**src/rtl/mem_port_arbiter.sv**
```systemverilog
// Arbitrates N_CH SRAM-like master channels onto one SRAM port, maps kseg0/kseg1
// addresses to physical, and routes each response back after RD_LAT cycles.
module mem_port_arbiter #(
    parameter int N_CH     = 2,
    parameter int RD_LAT   = 1,
    parameter int ARB_MODE = 0,
    parameter int MAP_EN   = 1
) (
    input  logic                 clk,
    input  logic                 resetn,
    input  logic [N_CH-1:0]      m_req,
    input  logic [N_CH-1:0]      m_wr,
    input  logic [4*N_CH-1:0]    m_wstrb,
    input  logic [32*N_CH-1:0]   m_addr,
    input  logic [32*N_CH-1:0]   m_wdata,
    output logic [N_CH-1:0]      m_addr_ok,
    output logic [N_CH-1:0]      m_data_ok,
    output logic [31:0]          m_rdata,
    output logic                 sram_en,
    output logic [3:0]           sram_wen,
    output logic [31:0]          sram_addr,
    output logic [31:0]          sram_wdata,
    input  logic [31:0]          sram_rdata
);

    localparam int CW = (N_CH > 1) ? $clog2(N_CH) : 1;

    // Handshake: a request is consumed in the cycle m_req[k] and m_addr_ok[k] are both
    // high; its completion is the single cycle m_data_ok[k] is high, in issue order.
    logic [CW-1:0]             r_rr_ptr;
    logic [RD_LAT-1:0]         r_tag_vld;
    logic [RD_LAT-1:0][CW-1:0] r_tag_id;

    logic          w_lo_vld, w_hi_vld, w_gnt_vld, w_gnt, w_sel_wr;
    logic [CW-1:0] w_lo_id, w_hi_id, w_gnt_id;
    logic [3:0]    w_sel_wstrb;
    logic [31:0]   w_sel_addr, w_sel_wdata;

    // lo = lowest requester overall; hi = lowest requester at or above the pointer.
    always_comb begin
        w_lo_vld = 1'b0;
        w_lo_id  = '0;
        w_hi_vld = 1'b0;
        w_hi_id  = '0;
        for (int i = N_CH - 1; i >= 0; i--) begin
            if (m_req[i]) begin
                w_lo_vld = 1'b1;
                w_lo_id  = CW'(i);
                if (CW'(i) >= r_rr_ptr) begin
                    w_hi_vld = 1'b1;
                    w_hi_id  = CW'(i);
                end
            end
        end
        if (ARB_MODE != 0 && w_hi_vld) begin
            w_gnt_vld = 1'b1;
            w_gnt_id  = w_hi_id;
        end else begin
            w_gnt_vld = w_lo_vld;
            w_gnt_id  = w_lo_id;
        end
    end

    assign w_gnt = w_gnt_vld & resetn;

    always_comb begin
        w_sel_wr    = 1'b0;
        w_sel_wstrb = 4'b0000;
        w_sel_addr  = '0;
        w_sel_wdata = '0;
        for (int i = 0; i < N_CH; i++) begin
            if (w_gnt_id == CW'(i)) begin
                w_sel_wr    = m_wr[i];
                w_sel_wstrb = m_wstrb[4*i +: 4];
                w_sel_addr  = m_addr[32*i +: 32];
                w_sel_wdata = m_wdata[32*i +: 32];
            end
        end
    end

    assign sram_en    = w_gnt;
    assign sram_wen   = (w_gnt && w_sel_wr) ? w_sel_wstrb : 4'b0000;
    assign sram_wdata = w_sel_wdata;
    assign sram_addr  = (MAP_EN != 0 && w_sel_addr[31:30] == 2'b10) ?
                        {3'b000, w_sel_addr[28:0]} : w_sel_addr;
    assign m_rdata    = sram_rdata;

    always_comb begin
        m_addr_ok = '0;
        m_data_ok = '0;
        for (int i = 0; i < N_CH; i++) begin
            m_addr_ok[i] = w_gnt && (w_gnt_id == CW'(i));
            m_data_ok[i] = resetn && r_tag_vld[RD_LAT-1] && (r_tag_id[RD_LAT-1] == CW'(i));
        end
    end

    always_ff @(posedge clk or negedge resetn) begin
        if (!resetn) begin
            r_rr_ptr  <= '0;
            r_tag_vld <= '0;
            r_tag_id  <= '0;
        end else begin
            r_tag_vld[0] <= w_gnt;
            r_tag_id[0]  <= w_gnt_id;
            for (int i = 1; i < RD_LAT; i++) begin
                r_tag_vld[i] <= r_tag_vld[i-1];
                r_tag_id[i]  <= r_tag_id[i-1];
            end
            if (w_gnt)
                r_rr_ptr <= (w_gnt_id == CW'(N_CH - 1)) ? '0 : w_gnt_id + CW'(1);
        end
    end

endmodule

```
**config.mk**
```make
export PLATFORM = sky130hd
export DESIGN_NAME = mem_port_arbiter
export DESIGN_NICKNAME = d
export VERILOG_FILES = /design/src/rtl/mem_port_arbiter.sv
export SDC_FILE = /design/constraint.sdc
export NUM_CORES = 1
export LEC_CHECK = 0
export CORE_AREA = 3 3 107 109
export DETAILED_ROUTE_END_ITERATION = 8
export DIE_AREA = 0 0 110 112
export HOLD_SLACK_MARGIN = 0.12
export SYNTH_ARGS = -nofsm -noshare
export SYNTH_HDL_FRONTEND = slang
export SYNTH_SLANG_ARGS = --single-unit
```
**constraint.sdc**
```tcl
create_clock -name clk -period 1 [get_ports clk]
set_clock_uncertainty 0.05 [all_clocks]
set_input_delay 0.15 -clock clk [delete_from_list [all_inputs] [get_ports clk]]
set_output_delay 0.15 -clock clk [all_outputs]
set_load 0.02 [all_outputs]
```
# Word level (Yosys, flattened, before mapping)
# Cells that the tools add are included.
[totals]
reg_bits = 2
inputBits = 174
out_inout_bits = 105
elab_cells = 21
[classes]
n_eq_ne = 1
muxes = 9
bitwise = 3
reduce_logical = 6
[ops]
columns = ["operator", "count"]
rows = [
  ["32-bit two-way mux", 3],
  ["4-bit two-way mux", 2],
  ["1-bit logical AND", 6],
  ["1-bit two-way mux", 4],
  ["2-bit == test (second input constant)", 1],
  ["1-bit inverter", 2],
  ["1-bit AND", 1],
]

# Depth between registers and ports, before layout
# Gate-level depths: netlist of run 1.
[logic_depth]
word_depth = 5
mapped_depth = 6

# Worst setup path after synthesis of run 1
# Ideal clock, no wire load.
[synth_path]
path_type = "input -> output"
from = "input port m_req[0]"
to = "output port sram_addr[29]"
t_arrival_ns = 1.023
setup_slack_ns = -0.223
stages = 5
n_path_buf = 2
cell_sequence = "nand2b_1 buf_6 inv_6 buf_6 o21ai_0"
[synth_between]
elab_chain_len = 4
[synth_lines]
columns = ["element", "line", "text"]
rows = [
  ["start, declared", "11", "input logic [N_CH-1:0] m_req,"],
  ["1-bit two-way mux *", "46", "if (m_req[i]) begin"],
  ["32-bit two-way mux *", "72", "if (w_gnt_id == CW'(i)) begin"],
  ["2-bit == test", "84", "assign sram_addr = (MAP_EN != 0 && w_sel_addr[31:30] == 2'b10) ?"],
  ["32-bit two-way mux *", "84", ""],
  ["end, declared", "21", "output logic [31:0] sram_addr,"],
]
# Every way passes the cells marked *; elsewhere a longest branch is shown, timed or not.

# Worst setup path after layout of run 1
[layout_path]
from = "input port m_req[0]"
to = "output port sram_wen[1]"
[layout_between]
elab_chain_len = 4
[layout_lines]
columns = ["element", "line", "text"]
rows = [
  ["1-bit two-way mux", "46", ""],
  ["1-bit AND or 1-bit two-way mux (tied branches)", "64, 72", ""],
  ["1-bit logical AND", "82", "assign sram_wen = (w_gnt && w_sel_wr) ? w_sel_wstrb : 4'b0000;"],
  ["4-bit two-way mux *", "82", ""],
  ["end, declared", "20", "output logic [3:0] sram_wen,"],
]
# Marked as above.

==> summary.md, run 1 <==
| Metric | Value |
|---|---|
| Yosys reg bits | 2 |
| Synth top area cells | nand2_1 (58%), buf_4 (21%), buf_6 (5.4%) |
| DRC | 0 |
| Placement Cell Area | 0.00371 mm2 |
| Synth Net Count | 438 |
| Final setup margin | -352 ps |
| Worst path bufs/invs | 5 |
| Critical path cell sequence | buf_6, nand2b_4, buf_12, inv_16, a32oi_4, buf_12, a21oi_4, buf_6 |
| Final Power | 2.85 mW |
| Routed vias | 2443 |
| Multiplexer share of the synthesized area | 0% |
| Min-Delay Path Class | input port to output port |
| Pre-antenna DRT Iters | 4 |
| Leakage | 2.31 nW |
| Worst IR drop on VDD | 0.000866 V |
| CTS Buffer Depth | 2 |
| Routed Antenna Nets | 0 |
| Synth Area in XOR/XNOR | 0% |
| Comb power frac | 85.6% |
| Crit-path leading delay family | buffers and inverters |
| Full die area | 0.0123 mm2 |
| Final Slew Violations | 0 |
| Vias/cell | 3.90 |
| Required @ worst endpoint | 800 ps |
| Critical-path top delay cell | nand2b_4 |
| Initial Util | 11.8% |
| Core region area | 0.0107 mm2 |
| Largest area contributor in the netlist | nand2_1 |
| Final hold vios | 0 |
| Switching share of power | 39.4% |
| Clock share of power | 11.2% |
| Fin Setup TNS | -18240 ps |
| Routed wire length | 8930 um |
| H-tree lvl count | 1 |
| CTS tree | built |
| RSZ-0062 raised after global routing | true |
| IO Pins | 279 |
| MaxCap Viol Count | 0 |
| CP endpoint kind | output port |
| Largest family of logic cells by synthesized area | simple AND/OR/NAND/NOR gates |
| NetSw | 1.12 mW |
| Pin count of the biggest net entering global routing | 15 |
| Layout Nets | 662 |
| YS warnings | 0 |
| Crit-path max cell delay | 150 ps |
| Max FO, Critical Path | 6 |
| DRT iter0 DRCs | 49 |
| Fraction of the mapped netlist area in adder cells | 0% |
| Minimum clock period after layout | 1350 ps |
| Grt ovf | 0 |
| Wire per inst | 14.3 um |
| Top-area cell type share of the netlist area | 58.3% |
| Design area | 0.00482 mm2 |
| Critical Path AT | 1150 ps |
| # diodes | 0 |
| Startpoint types | input port |
| FP Rows | 38 |
| Syn Inst Count | 264 |
| Share of cells above drive strength 1 | 61.1% |
| Post-Synth Simple-Gate Area | 62.2% |
| Sequential share of power | 3.2% |
| Detailed placement HPWL | 6200 um |
| PwrDens | 591 mW/mm2 |
| P_int | 1.73 mW |
| Initial antenna violation count | 0 |
| Clock sink count | 2 |
| First-pass GRT wire length | 13000 um |
| Cts bufs inserted | 3 |
| Final Setup Violations | 71 |
| Status | finished with violations |
| IO buf count | 214 |
| Number of global-route vias before repair | 2679 |
| Global placement routability congestion | 0.775 |
| Sequential fraction of the synthesis area | 3.96% |
| Failing checks | setup timing |
| Root Driver | clkbuf_8 |
| Highest attainable clock frequency | 740 MHz |
| Post-synth cell types | 16 |
| DIE HEIGHT | 112 um |
| Aggregate global-route resource usage | 13.3% |
| Slew @ Worst Pin | 180 ps |
| CP Class | input port to output port |
| Slew HR | 88.0% |
| Syn_area_per_cell | 4.78 um2 |
| Fillers | 1039 |
| Layout area overhead | 282% |
| Synth Area in Compound Gates | 4.26% |
| Final critical-path share of the clock period | 135% |
| Die W | 110 um |
| Pre-CTS WS | -1130 ps |
| Mapped cell area | 0.00126 mm2 |
-- per-stage QoR --
stage / hold WS, ps / cells / util, %
after floorplan: -196 / 264 / -
after global placement: 250 / 593 / 34.6
after detailed placement: 250 / 593 / 34.6
after CTS: 250 / 627 / 43.3
after global routing: 250 / 626 / 45.0
final: 250 / 626 / 45.0
-- Yosys cell counts --
cell and number:
a21oi_1 4, a32oi_2 1, and2_1 2, and3_1 1, buf_2 6, buf_4 35, buf_6 6, dfrtp_1 2
inv_1 1, inv_6 1, nand2_1 196, nand2b_1 2, nand3_1 3, nor2_1 1, o21a_1 1, o21ai_0 2
-- power groups by stage --
| stage | combinational (mW) | clock (mW) | sequential [mW] |
|---|---|---|---|
| 2_1_floorplan | 0.933 | 0 | 0.0885 |
| 3_3_place_gp | 1.88 | 0 | 0.0887 |
| 3_5_place_dp | 1.89 | 0 | 0.0891 |
| 4_1_cts | 2.36 | 0.326 | 0.0887 |
| 5_1_grt | 2.58 | 0.334 | 0.0909 |
| 6_report | 2.44 | 0.319 | 0.0903 |
-- layer usage --
layer | track usage, % | up-vias | routed length, um
li1 | - | 1210 | -
met1 | 13.6 | 1090 | 2990
met2 | 26.6 | 119 | 4980
met3 | 2.78 | 24 | 806
met4 | 2.99 | 0 | 157
met5 | 0 | - | 0
-- layout by cell type (no fill, tap or decap), types with 2 or more instances in the layout --
master,n
dlygate4sd2_1,6
nand2_2,99
clkdlybuf4s50_1,132
clkbuf_8,3
dfrtp_1,2
buf_6,87
nand2_1,45
buf_4,18
and2_4,2
a21oi_4,4
nand3_2,2
buf_16,4
nand2b_4,2
nand2_4,52
buf_12,12
buf_8,2
-- state kept, by name (all words and copies together), names as in the netlist --
signal / flops
r_tag_vld: 1
r_tag_id: 1
-- layout make-up --
class / instances / area, um2 / share of cell area [%]
Multi-Input combinational cell: 213 / 1590 / 33.0
Timing Repair Buffer: 264 / 2910 / 60.4
Inverter: 2 / 23.8 / 0.493
Sequential cell: 2 / 50.0 / 1.04
Clock buffer: 3 / 41.3 / 0.857
Timing Repair inverter: 2 / 27.5 / 0.571
Tap cell: 140 / 175 / 3.64
-- logic make-up (layout without fill, tap and decap cells) --
| group | count (synthesis) | count (layout) |
|---|---|---|
| buf+inv | 49 | 271 |
| compound gates | 8 | 8 |
| simple gates | 205 | 205 |
| flops | 2 | 2 |
-- timing repair --
| action | CTS | global route |
|---|---|---|
| setup endpoints to repair | 75 | 73 |
| gates cloned | 9 | 1 |
| hold buffers | 1 | 0 |
| setup buffers | 24 | 4 |
| pin swaps | 32 | 57 |
| endpoints found under the hold margin | 2 | 0 |
| resized for setup | 574 | 64 |
-- final timing paths --
check / cells past startpoint / from / to
max in group asynchronous: 4 / resetn / r_tag_vld$_DFF_PN0_
setup / recovery: 8 / m_req[0] / sram_wen[1]
hold / removal: 0 / sram_rdata[16] / m_rdata[16]
min in group asynchronous: 4 / resetn / r_tag_id$_DFF_PN0_
(Power assumes the default switching activity.)
==> run 2, diff against run 1 <==
SLEW_MARGIN = 25   (was default)
==> results of run 2 <==
The final DEF is identical to that of run 1; final timing and power are the same.
